[src/rtl/switch_pkg.sv]
// Shared definitions for the switch output-port logic: port count and arbiter FSM states.
package switch_pkg;

    localparam int N_PORTS = 4;
    localparam int IDX_W   = $clog2(N_PORTS);

    typedef enum logic [1:0] {
        IDLE  = 2'd0,
        GRANT = 2'd1,
        GAP   = 2'd2
    } arb_state_t;

endpackage

[src/rtl/port_arbiter_if.sv]
// Handshake bundle between the input ports, the output arbiter and the downstream mux.
interface port_arbiter_if;
    import switch_pkg::*;

    logic [N_PORTS-1:0] req;
    logic [N_PORTS-1:0] in_valid;
    logic [N_PORTS-1:0] in_last;
    logic               out_ready;
    logic [N_PORTS-1:0] sel;
    logic [N_PORTS-1:0] in_ready;
    logic               busy;
    logic               timeout;

    // master: input ports / downstream side driving the arbiter
    modport master (
        output req, in_valid, in_last, out_ready,
        input  sel, in_ready, busy, timeout
    );

    // slave: the arbiter itself
    modport slave (
        input  req, in_valid, in_last, out_ready,
        output sel, in_ready, busy, timeout
    );

endinterface

[src/rtl/port_arbiter_rr_pick.sv]
// Combinational round-robin picker: search starts one past last_grant and ascends with wrap.
module rr_pick
    import switch_pkg::*;
(
    input  logic [N_PORTS-1:0] req,
    input  logic [IDX_W-1:0]   last_grant,
    output logic [N_PORTS-1:0] grant,
    output logic [IDX_W-1:0]   grant_idx
);

    logic [N_PORTS-1:0] rot_req;
    logic [IDX_W-1:0]   rot_idx [N_PORTS];

    // rot_req[0] is the highest-priority candidate this cycle
    genvar gi;
    generate
        for (gi = 0; gi < N_PORTS; gi++) begin : g_rot
            assign rot_idx[gi] = last_grant + IDX_W'(gi + 1);
            assign rot_req[gi] = req[rot_idx[gi]];
        end
    endgenerate

    always_comb begin
        grant     = '0;
        grant_idx = '0;
        for (int i = N_PORTS - 1; i >= 0; i--) begin
            if (rot_req[i]) begin
                grant_idx = rot_idx[i];
            end
        end
        if (|req) begin
            grant[grant_idx] = 1'b1;
        end
    end

endmodule

[src/rtl/port_arbiter.sv]
// Output-port frame arbiter: holds a round-robin grant for a whole frame, then enforces an idle gap.
module port_arbiter
    import switch_pkg::*;
#(
    parameter int MAX_BEATS  = 1518,
    parameter int IFG_CYCLES = 12
)(
    input  logic          clk,
    input  logic          rst_n,
    port_arbiter_if.slave bus
);

    localparam int BEAT_W = $clog2(MAX_BEATS + 1);
    localparam int GAP_W  = 8;

    arb_state_t         state_q, state_d;
    logic [N_PORTS-1:0] sel_q, sel_d;
    logic [IDX_W-1:0]   grant_idx_q, grant_idx_d;
    logic [IDX_W-1:0]   last_grant_q, last_grant_d;
    logic [BEAT_W-1:0]  beat_cnt_q, beat_cnt_d;
    logic [GAP_W-1:0]   gap_cnt_q, gap_cnt_d;
    logic               busy_q, busy_d;
    logic               timeout_q, timeout_d;

    logic [N_PORTS-1:0] pick_grant;
    logic [IDX_W-1:0]   pick_idx;
    logic [N_PORTS-1:0] in_ready_c;
    logic               beat_acc;
    logic               beat_last;

    rr_pick u_rr_pick (
        .req        (bus.req),
        .last_grant (last_grant_q),
        .grant      (pick_grant),
        .grant_idx  (pick_idx)
    );

    // sel_q is one-hot while granted, so masking in_valid with in_ready isolates port g
    always_comb begin
        in_ready_c = '0;
        if (state_q == GRANT) begin
            in_ready_c = sel_q & {N_PORTS{bus.out_ready}};
        end
    end

    assign beat_acc  = |(bus.in_valid & in_ready_c);
    assign beat_last = |(bus.in_valid & in_ready_c & bus.in_last);

    always_comb begin
        state_d      = state_q;
        sel_d        = sel_q;
        grant_idx_d  = grant_idx_q;
        last_grant_d = last_grant_q;
        beat_cnt_d   = beat_cnt_q;
        gap_cnt_d    = gap_cnt_q;
        timeout_d    = 1'b0;

        case (state_q)
            IDLE: begin
                if (|bus.req) begin
                    state_d     = GRANT;
                    sel_d       = pick_grant;
                    grant_idx_d = pick_idx;
                    beat_cnt_d  = '0;
                end
            end
            GRANT: begin
                if (beat_acc) begin
                    beat_cnt_d = beat_cnt_q + BEAT_W'(1);
                    // a last beat landing exactly on the limit is a normal end of frame
                    if (beat_last || (beat_cnt_q == BEAT_W'(MAX_BEATS - 1))) begin
                        state_d      = GAP;
                        sel_d        = '0;
                        last_grant_d = grant_idx_q;
                        gap_cnt_d    = '0;
                        timeout_d    = !beat_last;
                    end
                end
            end
            GAP: begin
                if (gap_cnt_q == GAP_W'(IFG_CYCLES - 1)) begin
                    state_d   = IDLE;
                    gap_cnt_d = '0;
                end else begin
                    gap_cnt_d = gap_cnt_q + GAP_W'(1);
                end
            end
            default: begin
                state_d = IDLE;
                sel_d   = '0;
            end
        endcase

        busy_d = (state_d != IDLE);
    end

    always_ff @(posedge clk) begin
        if (!rst_n) begin
            state_q      <= IDLE;
            sel_q        <= '0;
            grant_idx_q  <= '0;
            last_grant_q <= IDX_W'(N_PORTS - 1);
            beat_cnt_q   <= '0;
            gap_cnt_q    <= '0;
            busy_q       <= 1'b0;
            timeout_q    <= 1'b0;
        end else begin
            state_q      <= state_d;
            sel_q        <= sel_d;
            grant_idx_q  <= grant_idx_d;
            last_grant_q <= last_grant_d;
            beat_cnt_q   <= beat_cnt_d;
            gap_cnt_q    <= gap_cnt_d;
            busy_q       <= busy_d;
            timeout_q    <= timeout_d;
        end
    end

    assign bus.sel      = sel_q;
    assign bus.in_ready = in_ready_c;
    assign bus.busy     = busy_q;
    assign bus.timeout  = timeout_q;

    a_sel_onehot0: assert property (@(posedge clk) disable iff (!rst_n) $onehot0(sel_q));

endmodule

[src/flat_wrapper.sv]
// flat-port wrapper written by rule: the top's interface ports become plain ports
module port_arbiter_flat import switch_pkg::*;
#(
    parameter int MAX_BEATS  = 1518,
    parameter int IFG_CYCLES = 12
)
  (clk, rst_n, bus_req, bus_in_valid, bus_in_last, bus_out_ready, bus_sel, bus_in_ready, bus_busy, bus_timeout);
  port_arbiter_if bus_i ();
  input  logic clk;
  input  logic rst_n;
  input wire logic [$bits(bus_i.req)-1:0] bus_req;
  input wire logic [$bits(bus_i.in_valid)-1:0] bus_in_valid;
  input wire logic [$bits(bus_i.in_last)-1:0] bus_in_last;
  input wire logic [$bits(bus_i.out_ready)-1:0] bus_out_ready;
  output wire logic [$bits(bus_i.sel)-1:0] bus_sel;
  output wire logic [$bits(bus_i.in_ready)-1:0] bus_in_ready;
  output wire logic [$bits(bus_i.busy)-1:0] bus_busy;
  output wire logic [$bits(bus_i.timeout)-1:0] bus_timeout;
  assign bus_i.req = bus_req;
  assign bus_i.in_valid = bus_in_valid;
  assign bus_i.in_last = bus_in_last;
  assign bus_i.out_ready = bus_out_ready;
  assign bus_sel = bus_i.sel;
  assign bus_in_ready = bus_i.in_ready;
  assign bus_busy = bus_i.busy;
  assign bus_timeout = bus_i.timeout;
  port_arbiter #(.MAX_BEATS(MAX_BEATS), .IFG_CYCLES(IFG_CYCLES)) u_core (.clk(clk), .rst_n(rst_n), .bus(bus_i));
endmodule
[config.mk]
export PLATFORM = sky130hd
export DESIGN_NAME = port_arbiter_flat
export DESIGN_NICKNAME = d
export VERILOG_FILES = /design/src/rtl/switch_pkg.sv /design/src/rtl/port_arbiter_if.sv /design/src/rtl/port_arbiter_rr_pick.sv /design/src/rtl/port_arbiter.sv /design/src/flat_wrapper.sv
export SDC_FILE = /design/constraint.sdc
export NUM_CORES = 1
export LEC_CHECK = 0
export BUFFER_PORTS_ARGS = -buffer_cell sky130_fd_sc_hd__buf_4
export CORE_MARGIN = 8
export CORE_UTILIZATION = 62
export DETAILED_ROUTE_END_ITERATION = 10
export GPL_TIMING_DRIVEN = 0
export HOLD_SLACK_MARGIN = 0.02
export PLACE_DENSITY_LB_ADDON = 0.2
export REMOVE_ABC_BUFFERS = 1
export SETUP_SLACK_MARGIN = 0.02
export SYNTH_ARGS = -nofsm -noshare
export SYNTH_HDL_FRONTEND = slang
export SYNTH_HIERARCHICAL = 1
export SYNTH_SLANG_ARGS = --single-unit
[constraint.sdc]
create_clock -name clk -period 3.86 [get_ports clk]
set_input_delay 0.193 -clock clk [delete_from_list [all_inputs] [get_ports clk]]
set_output_delay 0.193 -clock clk [all_outputs]
set_load 0.02 [all_outputs]
* Word-level counts from Yosys, hierarchy flattened
Cells that the tools add are included.
** Storage, ports and cells
- Register bits :: 31
- Latch bits :: 0
- Memory bits (writable) :: 0
- Memory bits (read-only) :: 0
- Input port bits :: 15
- Output and inout bits :: 10
- Logic and storage cells :: 77
- Memories :: 0
** Cells by class
- $add $sub $neg :: 5
- $mul :: 0
- Divide/modulo/power cells :: 0
- Order comparisons :: 6
- Eq/ne operators :: 7
- Shift-type cells :: 0
- Muxes and demuxes :: 31
- Bitwise gates (word level) :: 4
- Reduce and logical (&&, ||, !) cells :: 16
** Operators with widths (number)
- two-way mux 8 bit :: 3
- two-way mux 11 bit :: 2
- one-hot mux 11 bit (2 select lines) :: 1
- two-way mux 2 bit :: 8
- two-way mux 4 bit :: 4
- one-hot mux 8 bit (2 select lines) :: 1
- < comparator 2 x 3 -> 1 bit, second input constant :: 5
- bitwise AND 4 bit :: 3
- one-hot mux 4 bit (3 select lines) :: 1
- OR reduction 4 bit :: 3
- adder 11 x 1 -> 11 bit, second input constant :: 1
- equality test 11 bit, second input constant :: 1
- AND reduction 3 bit :: 3
- adder 8 x 1 -> 8 bit, second input constant :: 1
- binary-select mux 1 bit (select 2 bit) :: 4
- equality test 8 x 4 -> 1 bit, second input constant :: 1
- AND reduction 4 bit :: 2
- one-hot mux 2 bit (3 select lines) :: 1
- nonzero test 2 bit :: 3
- two-way mux 1 bit :: 5
- adder 2 bit, second input constant :: 2
- != test 2 x 1 -> 1 bit, second input constant :: 2
- adder 2 x 1 -> 2 bit, second input constant :: 1
- demux 1 bit (select 2 bit) :: 1
- 10 further kinds :: 10

* Longest topological paths before layout
- Word-level depth :: 12
- Mapped depth :: 7
- Gate-level depth less buffers :: 6

* Cells and area by module
The synthesis kept the hierarchy.
** By module, submodules not included
- port_arbiter :: times used 1, cells each 207, area an instance 1751.7 um^2, seq. area each 620.6 um^2
- rr_pick :: times used 1, cells each 33, area an instance 230.2 um^2, seq. area each 0.0 um^2

* Worst setup path before layout
No wires, ideal clock.
- Kind :: register to register
- Start point :: reg u_core.sel_q[0] (netlist: u_core/bus.sel[0])
- End point :: reg u_core.beat_cnt_q[9]
- Library setup time :: 0.072 ns
- Arrival time :: 1.452 ns
- Required time :: 3.788 ns
- Slack :: 2.336 ns
- Cell stages (with the launch flop) :: 6
- Buffers on the path :: 1
- Period minus slack after synthesis :: 1.524 ns
- Cell sequence :: dfxtp_1 > a22o_1 > o21ai_1 > buf_2 > a2111oi_2 > mux2i_1
** Between the ends
- Longest elaborated chain between the ends :: 6
** RTL lines
- start, declared :: line port_arbiter.sv:17 : logic [N_PORTS-1:0] sel_q, sel_d;
- start signal, assigned :: line port_arbiter.sv:109 : sel_q <= sel_d;
- bitwise AND 4 bit :: line port_arbiter.sv:42 : in_ready_c = sel_q & {N_PORTS{bus.out_ready}};
- two-way mux 4 bit :: line port_arbiter.sv:41 : if (state_q == GRANT) begin
- bitwise AND 4 bit :: line port_arbiter.sv:46 : assign beat_acc = |(bus.in_valid & in_ready_c);
- OR reduction 4 bit :: line port_arbiter.sv:46
- != test 2 x 1 -> 1 bit (no line)
- AND reduction 3 bit (no line)
- end signal, assigned :: line port_arbiter.sv:112 : beat_cnt_q <= beat_cnt_d;
- end, declared :: line port_arbiter.sv:20 : logic [BEAT_W-1:0] beat_cnt_q, beat_cnt_d;
No other way between the ends.
A chain may end at the register's enable or synchronous reset.

* Worst setup path in the final report
- Start point :: reg u_core.state_q[0]
- End point :: reg u_core.gap_cnt_q[0]
** Between the ends
- Longest elaborated chain between the ends :: 8
- Elaborated cells on any way between the ends :: 13
- Classes of those cells :: 4 x eq/ne; 2 x mux; 2 x bitwise; 5 x reduce/logical
** RTL lines
- start, declared :: line port_arbiter.sv:16 : arb_state_t state_q, state_d;
- start signal, assigned :: line port_arbiter.sv:108 : state_q <= state_d;
- equality test 2 x 1 -> 1 bit :: line port_arbiter.sv:41, port_arbiter.sv:58
- two-way mux 4 bit :: line port_arbiter.sv:41
- bitwise AND 4 bit :: line port_arbiter.sv:46, port_arbiter.sv:47
- bitwise AND 4 bit :: line port_arbiter.sv:47 : assign beat_last = |(bus.in_valid & in_ready_c & bus.in_last);
- OR reduction 4 bit :: line port_arbiter.sv:47
- logical OR 1 bit :: line port_arbiter.sv:71 : if (beat_last || (beat_cnt_q == BEAT_W'(MAX_BEATS - 1))) begin
- != test 2 bit (no line)
- AND reduction 3 bit (no line)
- end signal, assigned :: line port_arbiter.sv:113 : gap_cnt_q <= gap_cnt_d;
- end, declared :: line port_arbiter.sv:21 : logic [GAP_W-1:0] gap_cnt_q, gap_cnt_d;
Several ways; a longest one is shown, not always the timed one.

==> impl_metrics.xml <==
<?xml version="1.0" encoding="UTF-8"?>
<metrics>
  <group name="run_status">
    <metric name="status" unit="">complete, no violations</metric>
  </group>
  <group name="clock_network">
    <metric name="tritoncts.num_buffers" unit="">5</metric>
    <metric name="cts_repair_resize_count" unit="">0</metric>
    <metric name="ctsRootBufferMaster" unit="">sky130_fd_sc_hd__clkbuf_4</metric>
    <metric name="clock_insertion_delay_worst_skew" unit="ns">0.32</metric>
    <metric name="cts_setup_buffers" unit="">0</metric>
    <metric name="cts-hold-fix-buffers" unit="">0</metric>
    <metric name="cts_max_path_buffers" unit="">2</metric>
    <metric name="clock_sink_count" unit="">31</metric>
    <metric name="cts_htree_levels" unit="">2</metric>
    <metric name="clk_pin_slew" unit="ns">0.09</metric>
    <metric name="tritoncts" unit="">built</metric>
  </group>
  <group name="timing">
    <metric name="final-hold-violation-count" unit="">0</metric>
    <metric name="slew_headroom" unit="%">45.7</metric>
    <metric name="clock-skew-final" unit="ns">0.00486</metric>
    <metric name="finalWorstSetupSlack" unit="ns">1.75</metric>
    <metric name="worstMarginPinSlew" unit="ns">0.815</metric>
    <metric name="setup-tns-final" unit="ns">0</metric>
    <metric name="min_period" unit="ns">2.11</metric>
    <metric name="achievable-frequency" unit="GHz">0.474</metric>
    <metric name="period_share" unit="%">54.7</metric>
    <metric name="final_report_max_slew_violation_count" unit="">0</metric>
    <metric name="rsz0062_at_grt" unit="">false</metric>
    <metric name="report.final.setup_viol" unit="">0</metric>
    <metric name="hold_ws" unit="ns">0.220</metric>
  </group>
  <group name="worst_setup_path">
    <metric name="r2r-start" unit="">u_core/state_q[0]</metric>
    <metric name="cp.required" unit="ns">4.05</metric>
    <metric name="nature_of_the_critical_path_startpoint" unit="">flip-flop</metric>
    <metric name="cp-startpoint" unit="">u_core/state_q[0]</metric>
    <metric name="setup.worst_path.end_class" unit="">flip-flop</metric>
    <metric name="cp.arrival" unit="ns">2.30</metric>
    <metric name="worst_path_max_fanout" unit="">21</metric>
    <metric name="timing_worst_setup_path_type" unit="">reg -&gt; reg</metric>
  </group>
  <group name="final_layout">
    <metric name="final_net_count" unit="">273</metric>
    <metric name="post_layout_nonfiller_instances" unit="">300</metric>
    <metric name="syn_to_final_growth" unit="%">9.97</metric>
    <metric name="share_of_cells_above_drive_strength_1" unit="%">16.0</metric>
    <metric name="antenna_cells_inserted" unit="">0</metric>
    <metric name="fillerInstances" unit="">263</metric>
  </group>
  <group name="global_route">
    <metric name="total_grt_overflow" unit="">0</metric>
    <metric name="grt_start_max_net_pins" unit="">27</metric>
    <metric name="via_count_of_the_first_global_routing_pass" unit="">1632</metric>
    <metric name="initial_antenna_violation_count" unit="">0</metric>
    <metric name="grt_first_pass_wirelength" unit="um">7280</metric>
    <metric name="grt_usage" unit="%">17.1</metric>
  </group>
  <group name="power">
    <metric name="share_clk_of_total_power" unit="%">31.1</metric>
    <metric name="pwr-share-seq" unit="%">57.2</metric>
    <metric name="power_frac_comb" unit="%">11.7</metric>
    <metric name="internal_power" unit="mW">0.422</metric>
    <metric name="sw_frac_of_total" unit="%">26.4</metric>
    <metric name="p_per_area" unit="nW/um^2">263</metric>
    <metric name="leakagePower" unit="nW">0.804</metric>
    <metric name="vdd.ir_drop.worst" unit="mV">0.198</metric>
    <metric name="p_sw" unit="mW">0.152</metric>
  </group>
  <group name="synthesis">
    <metric name="synth_top_cells_by_area" unit="">sky130_fd_sc_hd__dfxtp_1 (31%), sky130_fd_sc_hd__nand3_1 (5.1%), sky130_fd_sc_hd__nand2_1 (4.2%)</metric>
    <metric name="syn-mean-instance-area" unit="um^2">8.26</metric>
    <metric name="post_synth_inst_count" unit="">240</metric>
    <metric name="synth_xor_area_share" unit="%">0</metric>
    <metric name="edff_count_synth" unit="">0</metric>
    <metric name="fraction_of_the_mapped_netlist_area_in_compound_gates" unit="%">27.5</metric>
    <metric name="synthDominantCellAreaShare" unit="%">31.3</metric>
    <metric name="synth_top_family_by_area" unit="">simple AND/OR/NAND/NOR gates</metric>
    <metric name="synth_top_flop_cell" unit="">sky130_fd_sc_hd__dfxtp_1</metric>
    <metric name="post_synth_fa_ha_maj_area_fraction" unit="%">1.89</metric>
    <metric name="synthSimpleGateAreaFrac" unit="%">30.4</metric>
    <metric name="mappedNetlistArea" unit="um^2">1980</metric>
    <metric name="muxShareOfSynthArea" unit="%">3.03</metric>
    <metric name="ys_ff_latch" unit="">31</metric>
    <metric name="synth-seq-area-share" unit="%">31.3</metric>
    <metric name="synth.largest_area_cell" unit="">sky130_fd_sc_hd__dfxtp_1</metric>
    <metric name="fraction_of_synthesis_flops_using_an_asynchronous_set_or_reset_pin" unit="%">0</metric>
    <metric name="yosysUniqueCellTypes" unit="">54</metric>
    <metric name="syn_warnings" unit="">6</metric>
  </group>
  <group name="floorplanning">
    <metric name="boundaryPins" unit="">25</metric>
    <metric name="die-width" unit="um">72.5</metric>
    <metric name="design.core.area" unit="um^2">3050</metric>
    <metric name="fp.dieArea" unit="um^2">5260</metric>
    <metric name="fp-row-count" unit="">20</metric>
    <metric name="floorplan.initialDensity" unit="%">64.9</metric>
    <metric name="die_height" unit="um">72.5</metric>
  </group>
  <group name="drt">
    <metric name="drt_first_iter_violations" unit="">76</metric>
    <metric name="route.detailed.vias_per_inst" unit="">6.20</metric>
    <metric name="via_count" unit="">1859</metric>
    <metric name="final_antenna_net_count" unit="">0</metric>
    <metric name="routedWlPerCell" unit="um">14.5</metric>
    <metric name="remaining_drc_errors" unit="">0</metric>
    <metric name="drtPass1Iterations" unit="">4</metric>
    <metric name="drt_wl_total" unit="um">4350</metric>
  </group>
  <group name="place">
    <metric name="place_worst_setup_slack" unit="ns">1.43</metric>
    <metric name="dp.final_hpwl" unit="um">3070</metric>
    <metric name="placed_cells_incl_taps" unit="">292</metric>
    <metric name="place.port_buffers" unit="">24</metric>
    <metric name="place_congestion" unit="">0.803</metric>
  </group>
  <group name="worst_hold_path">
    <metric name="hp-start" unit="">rst_n</metric>
    <metric name="hold_class" unit="">in -&gt; reg</metric>
  </group>
  <group name="run">
    <metric name="maxCapViolations" unit="">0</metric>
  </group>
</metrics>
metrics by stage:
stage | cell area [um^2] | power (mW) | util [%]
after floorplan | 1890 | 0.370 | -
after global placement | 2130 | 0.401 | 69.6
after detailed placement | 2130 | 0.402 | 69.6
after CTS | 2180 | 0.583 | 71.3
after global routing | 2180 | 0.603 | 71.4
final | 2180 | 0.574 | 71.4
worst paths after layout:
check                           to  slack [ns]  cells after the start
max reg2reg    u_core/gap_cnt_q[0]        1.75                      4
min reg2reg  u_core/grant_idx_q[0]        0.46                      2
min              u_core/state_q[0]        0.22                      3
max            u_core/gap_cnt_q[0]        1.75                      4
area by class of cell:
| class | count | area (um^2) | share of cell area (%) |
|---|---|---|---|
| Multi-Input combinational cell | 186 | 1250 | 57.2 |
| Inverter | 7 | 26.3 | 1.21 |
| Sequential cell | 31 | 621 | 28.5 |
| Clock inverter | 1 | 5.00 | 0.230 |
| Timing Repair Buffer | 24 | 180 | 8.27 |
| Tap cell | 44 | 55.1 | 2.53 |
| Clock buffer | 7 | 45.0 | 2.07 |
Yosys cell counts, types with 3 or more instances:
cell and instances:
sky130_fd_sc_hd__nor4_1 4, sky130_fd_sc_hd__o2111ai_1 4, sky130_fd_sc_hd__nand3b_1 4, sky130_fd_sc_hd__ha_1 3, sky130_fd_sc_hd__o21ai_0 6, sky130_fd_sc_hd__a21o_1 5
sky130_fd_sc_hd__nor2b_1 5, sky130_fd_sc_hd__o2bb2ai_1 4, sky130_fd_sc_hd__a211oi_1 4, sky130_fd_sc_hd__mux2i_1 6, sky130_fd_sc_hd__and3_1 5, sky130_fd_sc_hd__nor2_1 8
sky130_fd_sc_hd__a2111o_1 5, sky130_fd_sc_hd__nand3_1 20, sky130_fd_sc_hd__a21oi_2 3, sky130_fd_sc_hd__nand2_1 22, sky130_fd_sc_hd__o211ai_1 3, sky130_fd_sc_hd__o21ai_1 5
sky130_fd_sc_hd__nor4b_1 4, sky130_fd_sc_hd__o21a_1 4, sky130_fd_sc_hd__a21oi_1 9, sky130_fd_sc_hd__buf_2 7, sky130_fd_sc_hd__dfxtp_1 31, sky130_fd_sc_hd__and2_1 6
sky130_fd_sc_hd__inv_1 6, sky130_fd_sc_hd__nand2b_1 8, sky130_fd_sc_hd__clkbuf_1 6, sky130_fd_sc_hd__nand4_1 4, sky130_fd_sc_hd__nor3_1 3, sky130_fd_sc_hd__buf_6 3
state kept, by name (all words and copies together) (netlist names):
signal	flops
u_core/state_q	2
u_core/bus.sel	4
u_core/bus.timeout	1
u_core/last_grant_q	2
u_core/gap_cnt_q	8
u_core/grant_idx_q	2
u_core/bus.busy	1
u_core/beat_cnt_q	11
cell usage in the layout (no fill, tap or decap), types with 4 or more instances in the layout:
master	count
sky130_fd_sc_hd__nand3_1	20
sky130_fd_sc_hd__a2111o_1	5
sky130_fd_sc_hd__nand4_1	4
sky130_fd_sc_hd__nor2b_1	5
sky130_fd_sc_hd__buf_4	24
sky130_fd_sc_hd__o21ai_0	6
sky130_fd_sc_hd__and3_1	5
sky130_fd_sc_hd__o21ai_1	4
sky130_fd_sc_hd__nand3b_1	4
sky130_fd_sc_hd__nand2_1	22
sky130_fd_sc_hd__o21a_1	4
sky130_fd_sc_hd__a21oi_1	9
sky130_fd_sc_hd__a211oi_1	4
sky130_fd_sc_hd__o2111ai_1	4
sky130_fd_sc_hd__and2_1	6
sky130_fd_sc_hd__nor2_1	8
sky130_fd_sc_hd__a21o_1	5
sky130_fd_sc_hd__o2bb2ai_1	4
sky130_fd_sc_hd__nand2b_1	8
sky130_fd_sc_hd__clkbuf_4	5
sky130_fd_sc_hd__nor4_1	4
sky130_fd_sc_hd__nor4b_1	4
sky130_fd_sc_hd__mux2i_1	6
sky130_fd_sc_hd__inv_1	6
sky130_fd_sc_hd__dfxtp_1	31
critical path, stage by stage, from the launching register on:
cell                      delay, ns
sky130_fd_sc_hd__dfxtp_1       0.54
sky130_fd_sc_hd__and3b_1       0.34
sky130_fd_sc_hd__o21ai_2       0.28
sky130_fd_sc_hd__a21oi_2       0.62
sky130_fd_sc_hd__o22ai_1       0.19
layer usage:
| layer | GRT usage, % | part of all wire (%) |
|---|---|---|
| met5 | 0 | 0 |
| met4 | 7.33 | 1.6 |
| met3 | 4.13 | 3.6 |
| met2 | 28.6 | 50 |
| met1 | 20.1 | 45 |
logic make-up after synthesis:
| group | Yosys count |
|---|---|
| compound gates | 71 |
| fa+ha+maj | 3 |
| buf+inv | 23 |
| flops | 31 |
| mux | 6 |
| simple gates | 106 |
power groups by stage:
stage          registers (mW)  clock network (mW)  logic [mW]
2_1_floorplan           0.337                   0      0.0327
3_3_place_gp            0.336                   0      0.0652
3_5_place_dp            0.336                   0      0.0663
4_1_cts                 0.329               0.188      0.0664
5_1_grt                 0.330               0.200      0.0731
6_report                0.329               0.179      0.0669
Note: power is estimated with default switching activity, not from simulation.
